==> src/rtl/dsi_lanes_sequencer.sv <==
// dsi_lanes_sequencer: power/clock sequencer for N_LANES MIPI-DSI data lanes
// plus the clock lane. It drives the LP buffer enables and the clock-lane
// start/finish requests, with timed settle windows, a clock-lane timeout that
// sets a sticky error, and draining of the data lanes before the clock stops.
// Optional feature macro: DSI_ULPS_EN (adds ULPS entry/exit states).
module dsi_lanes_sequencer #(
    parameter int N_LANES  = 4,
    parameter int T_SETTLE = 16,
    parameter int CLK_TMO  = 1023,
    parameter int LN_W     = ($clog2(N_LANES) > 0) ? $clog2(N_LANES) : 1
) (
    input  logic               clk_sys,
    input  logic               rst,
    input  logic               lines_enable,
    input  logic               clock_enable,
    input  logic [LN_W-1:0]    reg_lanes_number,
    input  logic               clk_lane_active,
    input  logic [N_LANES-1:0] lanes_active,
    input  logic               ulps_rqst,
    output logic [N_LANES-1:0] lane_lines_enable,
    output logic               clk_lines_enable,
    output logic               clk_lane_start,
    output logic               clk_lane_fin,
    output logic               lines_ready,
    output logic               clock_ready,
    output logic               clk_tmo_err,
    output logic               ulps_active
);

    localparam int CNT_MAX_V = (T_SETTLE > CLK_TMO) ? T_SETTLE : CLK_TMO;
    localparam int CW        = $clog2(CNT_MAX_V + 1);
    localparam logic [CW-1:0] SETTLE_END = CW'(T_SETTLE - 1);
    localparam logic [CW-1:0] TMO_END    = CW'(CLK_TMO);

`ifdef DSI_ULPS_EN
    typedef enum logic [3:0] {
        ST_IDLE, ST_EN_BUF, ST_READY, ST_CLK_ON, ST_ACTIVE, ST_DRAIN,
        ST_CLK_OFF, ST_DIS_BUF, ST_ULPS_ENT, ST_ULPS, ST_ULPS_EXIT
    } state_t;
`else
    typedef enum logic [2:0] {
        ST_IDLE, ST_EN_BUF, ST_READY, ST_CLK_ON, ST_ACTIVE, ST_DRAIN,
        ST_CLK_OFF, ST_DIS_BUF
    } state_t;
`endif

    state_t             state_q, state_d;
    logic [CW-1:0]      cnt_q, cnt_d;
    logic [N_LANES-1:0] mask_q, mask_d;
    logic               tmo_err_q, tmo_err_d;
    logic [N_LANES-1:0] lane_mask;

`ifndef DSI_ULPS_EN
    logic unused_ulps_rqst;
    assign unused_ulps_rqst = ulps_rqst;
`endif

    // Thermometer mask of lanes 0..reg_lanes_number; oversize values saturate to all ones
    always_comb begin
        lane_mask = '0;
        for (int unsigned i = 0; i < N_LANES; i++) begin
            lane_mask[i] = (i <= 32'(reg_lanes_number));
        end
    end

    // State, counter, lane mask and sticky error registers
    always_ff @(posedge clk_sys or posedge rst) begin
        if (rst) begin
            state_q   <= ST_IDLE;
            cnt_q     <= '0;
            mask_q    <= '0;
            tmo_err_q <= 1'b0;
        end else begin
            state_q   <= state_d;
            cnt_q     <= cnt_d;
            mask_q    <= mask_d;
            tmo_err_q <= tmo_err_d;
        end
    end

    // Next-state logic; the counter restarts from zero on every state change
    always_comb begin
        state_d   = state_q;
        mask_d    = mask_q;
        tmo_err_d = tmo_err_q;
        case (state_q)
            ST_IDLE: begin
                if (lines_enable) begin
                    state_d   = ST_EN_BUF;
                    mask_d    = lane_mask;
                    tmo_err_d = 1'b0;
                end
            end
            ST_EN_BUF: begin
                if (cnt_q == SETTLE_END) state_d = ST_READY;
            end
            ST_READY: begin
                if (!lines_enable)     state_d = ST_DIS_BUF;
                else if (clock_enable) state_d = ST_CLK_ON;
`ifdef DSI_ULPS_EN
                else if (ulps_rqst)    state_d = ST_ULPS_ENT;
`endif
            end
            ST_CLK_ON: begin
                if (clk_lane_active) begin
                    state_d = ST_ACTIVE;
                end else if (cnt_q == TMO_END) begin
                    state_d   = ST_READY;
                    tmo_err_d = 1'b1;
                end
            end
            ST_ACTIVE: begin
                if (!clock_enable) state_d = ST_DRAIN;
            end
            ST_DRAIN: begin
                if (clock_enable)                      state_d = ST_ACTIVE;
                else if ((lanes_active & mask_q) == '0) state_d = ST_CLK_OFF;
            end
            ST_CLK_OFF: begin
                if (!clk_lane_active) begin
                    state_d = ST_READY;
                end else if (cnt_q == TMO_END) begin
                    state_d   = ST_READY;
                    tmo_err_d = 1'b1;
                end
            end
            ST_DIS_BUF: begin
                if (cnt_q == SETTLE_END) state_d = ST_IDLE;
            end
`ifdef DSI_ULPS_EN
            ST_ULPS_ENT: begin
                state_d = ST_ULPS;
            end
            ST_ULPS: begin
                if (!ulps_rqst || !lines_enable) state_d = ST_ULPS_EXIT;
            end
            ST_ULPS_EXIT: begin
                if (cnt_q == SETTLE_END) state_d = ST_READY;
            end
`endif
            default: state_d = ST_IDLE;
        endcase

        if (state_d != state_q)  cnt_d = '0;
        else if (cnt_q == '1)    cnt_d = cnt_q;
        else                     cnt_d = cnt_q + 1'b1;
    end

    // Outputs decoded from registered state, so reset clears them at once
    always_comb begin
        lane_lines_enable = '0;
        clk_lines_enable  = 1'b0;
        clk_lane_start    = 1'b0;
        clk_lane_fin      = 1'b0;
        lines_ready       = 1'b0;
        clock_ready       = 1'b0;
        ulps_active       = 1'b0;
        clk_tmo_err       = tmo_err_q;
        case (state_q)
            ST_IDLE: ;
`ifdef DSI_ULPS_EN
            ST_ULPS: ulps_active = 1'b1;
`endif
            default: begin
                lane_lines_enable = mask_q;
                clk_lines_enable  = 1'b1;
            end
        endcase
        case (state_q)
            ST_READY:   lines_ready = 1'b1;
            ST_CLK_ON: begin
                lines_ready    = 1'b1;
                clk_lane_start = 1'b1;
            end
            ST_ACTIVE: begin
                lines_ready = 1'b1;
                clock_ready = 1'b1;
            end
            ST_DRAIN:   lines_ready = 1'b1;
            ST_CLK_OFF: begin
                lines_ready  = 1'b1;
                clk_lane_fin = 1'b1;
            end
            default: ;
        endcase
    end

endmodule
==> config.mk <==
export PLATFORM = sky130hd
export DESIGN_NAME = dsi_lanes_sequencer
export DESIGN_NICKNAME = d
export VERILOG_FILES = /design/src/rtl/dsi_lanes_sequencer.sv
export SDC_FILE = /design/constraint.sdc
export NUM_CORES = 1
export LEC_CHECK = 0
export CORE_MARGIN = 2
export CORE_UTILIZATION = 44
export CTS_BUF_LIST = sky130_fd_sc_hd__clkbuf_4 sky130_fd_sc_hd__clkbuf_8 sky130_fd_sc_hd__clkbuf_16
export DETAILED_ROUTE_END_ITERATION = 6
export PLACE_DENSITY = 0.71
export SLEW_MARGIN = 10
export SYNTH_ARGS = -nofsm -noshare
export SYNTH_HDL_FRONTEND = slang
export SYNTH_SLANG_ARGS = --single-unit
==> constraint.sdc <==
create_clock -name clk_sys -period 2.71 [get_ports clk_sys]
set_clock_uncertainty 0.1 [all_clocks]
set_input_delay 0.4065 -clock clk_sys [delete_from_list [all_inputs] [get_ports clk_sys]]
set_output_delay 0.4065 -clock clk_sys [all_outputs]
set_load 0.01 [all_outputs]
Word level (Yosys, flattened, before mapping)
Index checks and enable logic that the tools add are counted.

storage, ports and cells
  bits in registers = 18
  bits of input ports = 12
  logic and storage cells = 54

cells by class
  magnitude comparators = 3
  eq/ne operators = 14
  add/subtract/negate cells = 1
  bitwise gates (word level) = 1
  multiplexer cells = 25
  reduce and logical (&&, ||, !) cells = 6

operators with widths
  operator                                               number
  two-way mux 3 bit                                      11
  case mux 3 bit (8 select lines)                        1
  two-way mux 10 bit                                     2
  equality test 3 bit (second input constant)            4
  adder 10 x 1 -> 10 bit (second input constant)         1
  equality test 10 bit (second input constant)           1
  equality test 10 x 4 -> 1 bit (second input constant)  1
  two-way mux 1 bit                                      9
  equality test 3 x 2 -> 1 bit (second input constant)   2
  != test 2 bit (second input constant)                  3
  OR reduction 5 bit                                     1
  bitwise AND 4 bit                                      1
  <= comparator 2 bit (first input constant)             2
  zero test 4 bit                                        1
  two-way mux 4 bit                                      1
  AND reduction 4 bit                                    1
  equality test 3 x 1 -> 1 bit (second input constant)   1
  zero test 3 bit                                        1
  != test 3 bit                                          1
  case mux 1 bit (3 select lines)                        1
  nonzero test 3 bit                                     1
  <= comparator 1 x 2 -> 1 bit (first input constant)    1
  != test 2 x 1 -> 1 bit (second input constant)         1
  AND reduction 2 bit                                    1

Longest topological paths before layout
Gate-level depths: netlist of run 1.

  word-level depth = 7
  mapped depth = 7
  gate-level depth less buffers = 6

Worst setup path before layout of run 1
Ideal clock, no wire load.

  kind = register -> register
  start = register cnt_q[0]
  end = register cnt_q[2]
  data arrival time = 1.771 ns
  clock period less this slack = 1.951 ns
  cell stages (with the launch flop) = 8
  setup time = 0.080 ns
  setup slack = 0.759 ns
  buffers on the path = 1
  cell sequence = dfrtp_1 > ha_1 > and3_1 > buf_6 > a41o_1 > a221oi_4 > o21ai_4 > nor3_2

on the way
  longest elaborated chain between the ends = 6
  elaborated cells between the ends (all ways) = 13
  those cells by class = 1 x add/sub; 4 x eq/ne; 8 x mux

RTL lines
  what                                                                                  RTL line       source
  from (decl)                                                                           48             logic [CW-1:0] cnt_q, cnt_d;
  from (signal assigned)                                                                75             cnt_q <= cnt_d;
  equality test 10 bit                                                                  107, 122, 145
  two-way mux 3 bit                                                                     107, 122
  two-way mux 3 bit (on tied branches)                                                  120, 105
  case mux 3 bit (8 select lines)                                                       86             case (state_q)
  != test 3 bit                                                                         144            if (state_d != state_q) cnt_d = '0;
  != test 2 x 1 -> 1 bit (no source line) / two-way mux 10 bit (equally long branches)  --

Several ways; a longest one is shown, not always the timed one. The select of a mux whose other input is x is not followed.
A chain may end at the register's enable or synchronous reset.

Final worst setup path of run 1
  start = register state_q[0]
  end = output port lane_lines_enable[1]

on the way
  longest elaborated chain between the ends = 2

RTL lines
  what                    RTL line  source
  from (decl)             47        state_t state_q, state_d;
  from (signal assigned)  74        state_q <= state_d;
  zero test 3 bit         159       case (state_q)
  two-way mux 4 bit       159
  to (decl)               20        output logic [N_LANES-1:0] lane_lines_enable,

Every way passes these cells.

==> impl_metrics.ini, run 1 <==
[outcome]
status = complete, no violations

[clocking]
root_buffer = clkbuf_4
cts_setup_buffers = 0
cts_max_path_buffers = 2
hold_buffers = 0
clk_latency_ns = 0.29
h-tree-depth = 1
cts.clk_slew.worst_paths_ns = 0.10
cts_buffers = 3
numClockSinks = 18
cts_resized = 0
cts_tree = done

[setup_path]
critPathRequiredTime_ns = 2.20
r2r_setup_slack_ns = 0.61
path_delay_family = buffers and inverters
cp-end-kind = output port
critPathBufInv = 2
timing.rr.end = cnt_q[4]
path_cells = nor3_1 -> buf_4 -> and2b_1 -> clkdlybuf4s50_1
arrival_ns = 1.91
path_class = reg2out
cp_slowest_cell = dfrtp_1
path_max_fanout = 14
r2r-start = cnt_q[0]
rr_worst_depth = 6
critPathMaxStageDelay_ns = 0.53
crit_path_start_kind = flip-flop

[layout]
finish.utilization = 0.535
final_nets = 170
diodes = 0
layout_commonest_cell = clkdlybuf4s50_1
final_cell_mix = clkdlybuf4s50_1 (20), nor2_1 (19), dfrtp_1 (18), nand2_1 (15), o21ai_0 (7)
stdcell_count = 186
drive_above_1_share = 0.103
areaGrowthSynthToFinish_pct = 16.9

[timing]
period_needed_ns = 2.41
grt_setup_unrepaired = false
holdWs_ns = 0.410
finalHoldViolations = 0
setup_viol_count_final = 0
post-route-period-util = 0.891
slew_violations = 0
final.setup.tns_ns = 0
fmax_mhz = 414
maxSlewHeadroom = 0.534
worstMarginPinSlew_ns = 0.698

[synthesis]
synth.area.mux_share = 0.0505
synth-simple-area-share = 0.284
syn_area_mm2 = 0.00124
yosys_warnings = 0
syn_inst = 136
synth-compound-area-share = 0.189
ys_seq_area_frac = 0.363
ys_types = 43
synth_seq_cells = 18
synthXorXnorAreaFrac = 0.0283
syn-num-nets = 149
synth_top_family_by_area = simple AND/OR/NAND/NOR gates
syn_area_per_cell_um2 = 9.12
synthAdderAreaFrac = 0.0101

[floorplan]
pin_count = 23
die_h_um = 57.1
rows = 19
fp.dieW_um = 57.1
die_area_mm2 = 0.00326
start_util = 0.458
design.core.area_mm2 = 0.00271

[drt]
detail_route.wl_per_cell_um = 14.3
antenna_left = 0
avgViaCountPerCell = 5.52
drtPass1Iterations = 4
vias = 1026
drt_iter0_drc = 29
wirelength_um = 2650
drcViolationCount = 0

[global_routing]
grt_use_total = 0.170
grt_max_degree = 19
grt_first_pass_wirelength_um = 4330
gr-total-overflow = 0
grt_pass1_vias = 963
antenna_found_initial = 0

[power]
p_per_area_mw_per_mm2 = 900
power_mw = 1.30
ir_drop_v = 0.000636
power_leakage_nw = 0.616

[placed_design]
dpl.hpwl_um = 2020
io_buffer_count = 20
place_inst = 183
gp_congestion = 0.773

[run]
maxCapViolCount = 0

[worst_hold_path]
hp-class = in2async
-- cell type report --
| class | instances | area, um^2 |
|---|---|---|
| tap | 31 | 38.8 |
| sequential | 18 | 450 |
| clock buffer | 3 | 22.5 |
| inverter | 4 | 15.0 |
| fill | 258 | 1260 |
| timing repair buffer | 23 | 223 |
| multi-input combinational | 107 | 699 |
-- worst max path at each step --
| stage | start | end | slack, ns | cells past startpoint |
|---|---|---|---|---|
| floorplan | cnt_q[0] | cnt_q[2] | 0.76 | 7 |
| global placement | clk_lane_active | cnt_q[5] | 0.46 | 6 |
| detailed placement | clk_lane_active | cnt_q[4] | 0.43 | 6 |
| CTS | state_q[0] | lane_lines_enable[0] | 0.29 | 4 |
| global route | state_q[0] | lane_lines_enable[0] | 0.22 | 4 |
| finish | state_q[0] | lane_lines_enable[1] | 0.30 | 4 |
-- cells by family (layout without fill, tap and decap cells) --
family / Yosys count / after routing
AO/OA/AOI/OAI: 30 / 30
XOR/XNOR: 4 / 4
adder cells (fa/ha/maj): 1 / 1
buffers and inverters: 11 / 30
flip-flops: 18 / 18
multiplexers: 6 / 6
other: 1 / 1
AND/OR/NAND/NOR: 65 / 65
-- synthesized netlist by cell type --
cell type	n	area, um^2
a311o_1	1	10.0
and3b_1	2	17.5
inv_1	4	15.0
and3_1	1	6.26
and2_1	1	6.26
o41ai_1	1	8.76
and2b_2	1	8.76
buf_4	1	7.51
o21ai_4	1	16.3
and2b_1	3	22.5
xor2_1	2	17.5
nor4_4	1	21.3
o22a_1	1	8.76
buf_6	6	67.6
nand3_1	5	25.0
nor3_2	3	30.0
o21ai_0	7	35.0
dfrtp_1	18	450
ha_1	1	12.5
nor2_1	19	71.3
nand2b_1	3	18.8
a21oi_1	2	10.0
a21o_1	1	7.51
a41o_1	1	10.0
o21ai_2	1	8.76
o211ai_1	1	7.51
o21a_1	2	15.0
nand2_1	15	56.3
mux2_2	2	22.5
o32ai_1	1	8.76
nor3b_1	1	7.51
a21boi_0	2	15.0
a22oi_1	2	15.0
xnor2_1	2	17.5
nand4_1	3	18.8
nor3_1	4	20.0
a221oi_4	1	26.3
nand4b_1	1	8.76
o22ai_1	2	12.5
conb_1	1	3.75
a31oi_1	3	18.8
nor2b_1	2	12.5
mux2i_1	4	40.0
-- routing by layer --
layer	up-vias	part of all wire	GRT usage
met2	26	0.50	0.292
met3	2	0.054	0.0590
met5	-	0	0
met1	475	0.44	0.207
li1	523	-	-
met4	0	0.0053	0.0332
-- where the power goes --
part	internal (mW)	switching, mW	total (mW)	leakage, nW
combinational	0.376	0.369	0.745	0.370
sequential	0.335	0.0908	0.426	0.233
clock	0.0517	0.0804	0.132	0.0138
total	0.764	0.540	1.30	0.616
-- stage by stage --
stage	setup WS (ns)	instance area, um^2
floorplan	0.759	1240
global placement	0.462	1430
detailed placement	0.434	1430
CTS	0.293	1450
global route	0.218	1450
finish	0.296	1450
-- registers in the layout, summed over array words and instances, names as in the netlist --
register / cells
cnt_q: 10
mask_q: 4
state_q: 3
clk_tmo_err: 1
(Power assumes the default switching activity.)
==> run 2: changes to the inputs <==
- CAP_MARGIN: not set -> 20
- CORE_ASPECT_RATIO: not set -> 1.4
==> run 2 against run 1 <==
Net effect:
- largest cell class unchanged
- highest routed layer unchanged
- flip-flop and latch count did not move
- fmax fell by 3.9%
- global-route usage rose by 0.18 points
- total power fell by 0.73%
- critical endpoint is now lane_lines_enable[0]
- cell count rose by 2.2%
==> impl_metrics.ini, run 2 (same netlist as run 1, synthesis figures left out) <==
[global_routing]
grt_use_total = 0.172
grt_pass1_vias = 997
antenna_found_initial = 0
gr-total-overflow = 0
grt_max_degree = 19
grt_first_pass_wirelength_um = 4310

[clocking]
numClockSinks = 18
h-tree-depth = 1
cts.clk_slew.worst_paths_ns = 0.10
cts_buffers = 3
cts_tree = done
cts_max_path_buffers = 2
hold_buffers = 0
root_buffer = clkbuf_4
cts_setup_buffers = 0
cts_resized = 0
clk_latency_ns = 0.29

[placed_design]
place_worst_setup_slack_ns = 0.422
place_area_mm2 = 0.00143
gp_congestion = 0.849
io_buffer_count = 20
dpl.hpwl_um = 1900

[floorplan]
fp.dieW_um = 48.9
pin_count = 23
start_util = 0.469
die_h_um = 66.8
rows = 22
die_area_mm2 = 0.00326
design.core.area_mm2 = 0.00264

[layout]
finish.utilization = 0.548
regArea_um2 = 450
multiInputGateArea_um2 = 699
layout_commonest_cell = clkdlybuf4s50_1
finalInstanceArea_mm2 = 0.00145
final_nets = 169
largest-register = cnt_q
diodes = 0
largest_reg_flops = 10
areaGrowthSynthToFinish_pct = 16.8
drive_above_1_share = 0.0974
nFillCells = 256
final_cell_mix = clkdlybuf4s50_1 (20), nor2_1 (19), dfrtp_1 (18), nand2_1 (15), o21ai_0 (7)
top_regs = cnt_q x10, mask_q x4, state_q x3

[setup_path]
timing.rr.end = cnt_q[0]
rr_worst_depth = 6
r2r_setup_slack_ns = 0.62
arrival_ns = 2.01
r2r-start = cnt_q[0]
critPathRequiredTime_ns = 2.20
crit_path_start_kind = flip-flop
path_max_fanout = 18
path_class = reg2out
cp-end-kind = output port

[drt]
drcViolationCount = 0
drtPass1Iterations = 4
detail_route.wl_per_cell_um = 13.2
avgViaCountPerCell = 5.36
antenna_left = 0
vias = 1019
drt_iter0_drc = 21
wirelength_um = 2510

[timing]
setup_viol_count_final = 0
worstMarginPinSlew_ns = 0.711
post-route-period-util = 0.927
fmax_mhz = 398
period_needed_ns = 2.51
finalHoldViolations = 0
slew_violations = 0
maxSlewHeadroom = 0.525
fin_ws_ns = 0.197
grt_setup_unrepaired = false
final.setup.tns_ns = 0

[power]
ir_drop_v = 0.000434
power_mw = 1.29
p_per_area_mw_per_mm2 = 894
power_leakage_nw = 0.611

[run]
maxCapViolCount = 0

[worst_hold_path]
hp-class = in2async

[outcome]
status = complete, no violations
-- run 2: critical path, stage by stage (launching register included) --
cell	delay, ns
dfrtp_1	0.69
nor3_1	0.13
buf_4	0.18
and2b_1	0.19
clkdlybuf4s50_1	0.52
-- run 2: per-stage QoR --
step	hold slack, ns	instances
6_report	0.412	190
5_1_grt	0.459	190
4_1_cts	0.419	190
3_5_place_dp	0.378	187
3_3_place_gp	0.384	187
2_1_floorplan	0.245	136
-- run 2: worst max path at each step --
stage,from,end,depth (start not counted)
3_5_place_dp,clk_lane_active,cnt_q[8],6
4_1_cts,state_q[2],lane_lines_enable[0],4
5_1_grt,state_q[2],lane_lines_enable[0],4
3_3_place_gp,clk_lane_active,cnt_q[0],6
6_report,state_q[2],lane_lines_enable[0],4
2_1_floorplan,cnt_q[0],cnt_q[2],7
-- run 2: power by group --
group          switching (mW)  total [mW]  internal [mW]
clock network          0.0817       0.133         0.0518
registers               0.117       0.452          0.335
logic                   0.341       0.708          0.367
-- run 2: cell type report --
type	instances	share of cell area
clock buffer	3	0.0156
inverter	4	0.0104
multi-input combinational	107	0.483
sequential	18	0.311
tap	36	0.0311
timing repair buffer	22	0.149
-- run 2: metal layers --
metal	vias to the layer above	global-route usage	part of all wire	routed length, um
met5	-	0	0	0
met4	0	0.107	0.021	52
met3	5	0.0247	0.016	40
met2	10	0.296	0.51	1280
met1	487	0.200	0.45	1140
li1	517	-	-	-
==> run 3: changes to the inputs <==
- CORE_MARGIN: 2 -> 10
==> run 3 against run 2 <==
Net effect:
- clock-buffer cell count unchanged
- sequential power grew 4%
- fmax fell by 0.95%
- global-route usage fell by 6.1 points
- total power grew 0.25%
- utilization decreased by 0.85 points
- cell count decreased by 0.53%
- worst hold slack worse by 0.0070 ns
- clock power grew 4%
==> impl_metrics.ini, run 3 (same netlist as run 1, synthesis figures left out) <==
[global_routing]
grt_pass1_vias = 1043
grt_first_pass_wirelength_um = 5000
gr-total-overflow = 0
grt_max_degree = 21
grt_use_total = 0.111
antenna_found_initial = 0

[timing]
period_needed_ns = 2.54
fmax_mhz = 394
slew_violations = 0
setup_viol_count_final = 0
grt_setup_unrepaired = false
worstMarginPinSlew_ns = 0.727
maxSlewHeadroom = 0.515
finalHoldViolations = 0
final.setup.tns_ns = 0
post-route-period-util = 0.936

[worst_hold_path]
hp-class = reg2reg

[floorplan]
die_area_mm2 = 0.00537
rows = 22
fp.dieW_um = 64.9
start_util = 0.464
pin_count = 23
die_h_um = 82.8
design.core.area_mm2 = 0.00267

[setup_path]
path_max_fanout = 18
cp-end-kind = output port
critPathMaxStageDelay_ns = 0.70
crit_path_start_kind = flip-flop
path_class = reg2out
r2r_setup_slack_ns = 0.60
cp_slowest_cell = dfrtp_1
path_cells = nor3_1 -> buf_4 -> and2b_1 -> clkdlybuf4s50_1
critPathRequiredTime_ns = 2.20
arrival_ns = 2.03

[power]
ir_drop_v = 0.000601
power_mw = 1.30
power_leakage_nw = 0.606
p_per_area_mw_per_mm2 = 901

[layout]
layout_commonest_cell = clkdlybuf4s50_1
top_regs = cnt_q x10, mask_q x4, state_q x3
stdcell_count = 189
largest_reg_flops = 10
diodes = 0
final_cell_mix = clkdlybuf4s50_1 (20), nor2_1 (19), dfrtp_1 (18), nand2_1 (15), o21ai_0 (7)
drive_above_1_share = 0.0915
areaGrowthSynthToFinish_pct = 16.1
final_nets = 168
largest-register = cnt_q

[placed_design]
dpl.hpwl_um = 2070
place_inst = 186
gp_congestion = 0.856
io_buffer_count = 20

[clocking]
hold_buffers = 0
cts_tree = done
cts_max_path_buffers = 2
cts_resized = 0
h-tree-depth = 1
cts_setup_buffers = 0
numClockSinks = 18
cts_buffers = 3
clk_latency_ns = 0.30
root_buffer = clkbuf_4
cts.clk_slew.worst_paths_ns = 0.11

[drt]
wirelength_um = 2730
vias = 1036
drtPass1Iterations = 4
antenna_left = 0
avgViaCountPerCell = 5.48
drt_iter0_drc = 48
drcViolationCount = 0
detail_route.wl_per_cell_um = 14.5

[run]
maxCapViolCount = 0

[outcome]
status = complete, no violations
==> run 3: worst paths after layout <==
path	depth (start not counted)	endpoint	start
worst min-delay path	1	mask_q[0]	mask_q[0]
worst min register to register	1	mask_q[0]	mask_q[0]
min in group asynchronous	2	state_q[0]	rst
worst max-delay path	4	lane_lines_enable[1]	state_q[2]
worst max register to register	6	cnt_q[8]	cnt_q[0]
max in group asynchronous	2	cnt_q[5]	rst
==> run 3: report_power, final <==
group	switching [mW]	internal, mW	total, mW
sequential	0.137	0.334	0.471
combinational	0.330	0.359	0.688
clock	0.0862	0.0518	0.138
==> run 3: layer usage <==
| layer | routed length, um | track usage | vias to the layer above |
|---|---|---|---|
| li1 | - | - | 518 |
| met1 | 1100 | 0.128 | 497 |
| met2 | 1480 | 0.183 | 17 |
| met3 | 118 | 0.0309 | 4 |
| met4 | 36 | 0.0467 | 0 |
| met5 | 0 | 0 | - |
==> run 3: through the flow <==
stage	hold WS, ns	worst slack, ns	util	instance area [um^2]
final	0.405	0.172	0.539	1440
after global routing	0.450	0.0441	0.539	1440
after CTS	0.415	0.170	0.539	1440
after detailed placement	0.385	0.441	0.531	1420
after global placement	0.371	0.450	0.531	1420
after floorplan	0.245	0.759	-	1240
==> run 3: area by class of cell <==
| cell class | instances | area, um^2 |
|---|---|---|
| clock buffer | 3 | 22.5 |
| timing repair buffer | 21 | 208 |
| sequential | 18 | 450 |
| tap | 36 | 45.0 |
| inverter | 4 | 15.0 |
| multi-input combinational | 107 | 699 |
| fill | 263 | 1230 |
==> run 3: critical path, delay by kind of cell (launching register included) <==
family                 cells  cell delay, ns
DFF                        1            0.70
buffers and inverters      2            0.72
and+or+nand+nor            2            0.31
==> patch 1: new RTL, settings of run 2 <==
Reset style: synchronous (`rst`), changed in one clocked block.
--- a/src/rtl/dsi_lanes_sequencer.sv
+++ b/src/rtl/dsi_lanes_sequencer.sv
@@ -66,3 +66,3 @@
     // State, counter, lane mask and sticky error registers
-    always_ff @(posedge clk_sys or posedge rst) begin
+    always_ff @(posedge clk_sys) begin
         if (rst) begin
Check against the original RTL: differs if rst is asserted again (counterexample within 4 cycles, from zero or initial values and one cycle with rst high); with rst held inactive, the same outputs for 10 cycles.
==> patch 1 against run 2 <==
  * Cell area fell by 3.7%
  * Routed wire length rose by 2.4%
  * Worst setup slack improved by 0.078 ns
  * Core utilization fell by 0.91 points
  * Sequential cell count did not move
  * Area after synthesis fell by 4.5%
  * Global-route usage rose by 0.65 points
  * Critical path type unchanged
  * Largest cell class unchanged
Power is not compared: it rests on default switching activity, and its combinational part moved more than twofold at a synthesized area within 25%.
==> patch 1: results <==
[run_status]
status = complete, no violations

[min_path]
min_path_type = reg -> reg
min_from = mask_q[3]

[critical_path]
slowest_delay_ns = 0.50
critical_path.max_fanout = 20
r2r_slack_ns = 0.38
r2r_end = cnt_q[9]
regToRegStartpoint = cnt_q[4]
slowest_stage = dfxtp_1
reg2reg_depth = 5
cp.arrival_ns = 1.93

[place]
hpwl_um = 1931
gp_congestion = 0.7996

[route]
first_pass_iters = 4
vias = 1086
totalWireLength_um = 2569
drt_iter0_markers = 24

[logic_synthesis]
synth_cell_type_count = 48
synthArstFlopShare_pct = 0
synth_common_cells = dfxtp_1, nor2_1, nor3_1
ys_seq_area_share_pct = 30.44
syn-num-nets = 152
yosysWarnings = 0
netlist_top_cells_area = dfxtp_1, nor3_1, nor2_1

[cts]
root_buffer = clkbuf_4
cts_buffers = 3

[finish]
biggestRegsByFlops = cnt_q (10), mask_q (4), state_q (3)
num_antenna_cells = 0
nNetsFinal = 170
drive_gt1_share_pct = 13.46
n_fill_cell = 256

[global_route]
grt_max_degree = 21
grt_pass1_wl_um = 4140
grt_usage_pct = 17.81
grt_pass1_vias = 988

[sta]
worst_pin_slew_ns = 0.5730
## patch 1: logic make-up (layout without fill, tap and decap cells)
| group | after synthesis | in the layout | synth area share [%] |
|---|---|---|---|
| AND/OR/NAND/NOR | 66 | 66 | 32.56 |
| AO/OA/AOI/OAI | 31 | 31 | 21.04 |
| flip-flops | 18 | 18 | 30.44 |
| buffers and inverters | 15 | 32 | 9.196 |
| XOR/XNOR | 5 | 5 | 3.700 |
| multiplexers | 2 | 2 | 1.691 |
| adder cells (fa/ha/maj) | 1 | 1 | 1.057 |
| other | 1 | 1 | 0.3168 |
## patch 1: how the worst max path moves through the flow
stage | start | end | slack [ns]
floorplan | cnt_q[0] | cnt_q[9] | 0.67
global placement | lines_enable | cnt_q[4] | 0.32
detailed placement | lines_enable | cnt_q[2] | 0.22
CTS | state_q[0] | clk_lines_enable | 0.25
global route | state_q[0] | clk_lines_enable | 0.12
finish | state_q[0] | clk_lines_enable | 0.27
## patch 1: layer usage
layer	vias up	part of all wire [%]	GRT usage (%)
met5	-	0	0
met4	0	1.9	8.784
met3	6	3.6	1.923
met2	25	50	27.83
met1	506	44	23.34
li1	549	-	-
## patch 1: tightest hold or removal path: stages, from the launching register on
cell     delay (ns)
dfxtp_1        0.33
o21ai_0        0.07
a21oi_1        0.06
## patch 1: cell type report
cell class,instances,area [sq um],share of cell area (%)
repair buffers,22,215.2,15.44
multi-input cells,106,714.4,51.26
flip-flops and latches,18,360.3,25.85
inverters,6,22.52,1.616
well taps,36,45.04,3.232
clock buffers,4,36.28,2.603
## patch 1: per-stage QoR
step	area (sq um)	setup slack [ns]	hold WS [ns]	cells	util [%]
6_report	1394	0.2743	0.3982	192	53.87
3_5_place_dp	1358	0.2221	0.3861	188	52.47
3_3_place_gp	1358	0.3181	0.3803	188	52.47
5_1_grt	1394	0.1235	0.4307	192	53.87
2_1_floorplan	1184	0.6681	0.3553	139	-
4_1_cts	1394	0.2542	0.4006	192	53.87
## patch 1: where the power goes
group          switching, mW  leakage (nW)  internal (mW)
sequential            0.0342         0.147          0.282
combinational         0.0802         0.315         0.0858
clock                 0.0883        0.0210         0.0819
total                  0.203         0.482          0.450
==> patch 2: new RTL, flow settings as in run 2 <==
Made on the original files. The option `DSI_ULPS_EN` is turned on by a define.
--- a/src/rtl/dsi_lanes_sequencer.sv
+++ b/src/rtl/dsi_lanes_sequencer.sv
@@ -5,2 +5,4 @@
 // Optional feature macro: DSI_ULPS_EN (adds ULPS entry/exit states).
+`define DSI_ULPS_EN
+
 module dsi_lanes_sequencer #(
Formal check against the unedited RTL: no difference found for any inputs over 10 cycles, from zero or initial values and one cycle with rst high; that may be too few to reach the edited logic, so the function may still have changed.
==> patch 2 against run 2 <==
  * Largest power group unchanged
  * Power is 19% higher
  * Sequential cell count grew 1
  * Clock power increased by 50%
  * Fmax grew 0.61%
  * Sequential share of layout area decreased by 1.9 points
  * Register-to-register slack worse by 0.23 ns
  * Routed wire length grew 25%
  * Critical path type unchanged
  * Worst setup slack better by 0.015 ns
  * Cell area rose by 12%
  * Final cell count is 12% higher
  * Area after synthesis is 7.3% higher
  * Global-route usage rose by 1.7 points
==> patch 2: results <==
[min_path]
min_path_type = reg -> reg
min_from = mask_q[0]

[critical_path]
endpoint = lane_lines_enable[1]
critical_path.max_fanout = 10
regToRegStartpoint = state_q[0]
r2r_end = cnt_q[2]
r2r_slack_ns = 0.39
crit_start = state_q[1]
cp.arrival_ns = 1.99

[power]
max-vdd-ir-drop_mv = 0.3881
leakage_nw = 0.6431

[logic_synthesis]
netlist_top_cells_area = dfrtp_1, nor3_1, nand2_1
synth_common_cells = dfrtp_1, nand2_1, nor3_1
synth_cell_type_count = 51
ys_seq_area_share_pct = 35.75
synth_fa_ha_area_share_pct = 0.9407
synth-xor-area-share_pct = 5.833
synth_mux_area_share_pct = 1.599
syn-num-nets = 167
synth-compound-area-share_pct = 19.29

[place]
dp_slack_ns = 0.1488
gp_congestion = 0.8255
hpwl_um = 2347
io_buffers = 22

[global_route]
grt_pass1_wl_um = 5244
use_met3_pct = 2.814
grt_max_degree = 21
met2_usage_pct = 33.63
grt_pass1_vias = 1217
grt_use_met1_pct = 22.14
grt_usage_pct = 18.87

[finish]
biggestRegsByFlops = cnt_q (10), mask_q (4), state_q (4)
nNetsFinal = 190
drive_gt1_share_pct = 10.23

[route]
vias = 1256
wl_per_cell_um = 14.74
drt_iter0_markers = 38

[cts]
root_buffer = clkbuf_8
clk_pin_slew_ns = 0.08
insertion_delay_ns = 0.26

[sta]
relSlewSlack_pct = 51.31

[run_status]
status = complete, no violations
patch 2: critical path, stage by stage, from the launching register on:
cell and delay [ns]:
dfrtp_1 0.45, buf_4 0.20, nor2_1 0.24, nand2_1 0.17
and2_1 0.20, clkdlybuf4s50_1 0.48
patch 2: final cells by class:
class	count	area, sq um
multi-input combinational	126	809.5
fill	285	1250
clock buffer	3	41.29
inverter	2	7.507
clock inverter	1	5.005
timing repair buffer	25	242.7
tap	37	46.29
sequential	19	475.5
patch 2: per-layer routing:
metal,wire length (um),share of wire [%]
met1,1266,40
met2,1698,54
met3,154,4.9
met4,19,0.61
met5,0,0
patch 2: metrics by stage:
| step | total power [mW] | instance area, sq um | hold slack [ns] | instances |
|---|---|---|---|---|
| after floorplan | 1.049 | 1330 | 0.2576 | 154 |
| after global placement | 1.330 | 1582 | 0.3659 | 209 |
| after detailed placement | 1.350 | 1582 | 0.3825 | 209 |
| after CTS | 1.550 | 1628 | 0.3993 | 213 |
| after global routing | 1.674 | 1628 | 0.4324 | 213 |
| final | 1.544 | 1628 | 0.3965 | 213 |
patch 2: cells by family (layout without fill, tap and decap cells):
| group | count (synthesis) | after routing |
|---|---|---|
| adder cells (fa/ha/maj) | 1 | 1 |
| XOR/XNOR | 8 | 8 |
| AO/OA/AOI/OAI | 34 | 34 |
| flip-flops | 19 | 19 |
| AND/OR/NAND/NOR | 81 | 81 |
| multiplexers | 2 | 2 |
| buffers and inverters | 9 | 31 |
patch 2: power by group:
group	internal, mW	switching, mW	leakage [nW]
clock	0.102	0.0980	0.0255
sequential	0.344	0.112	0.250
combinational	0.412	0.475	0.368
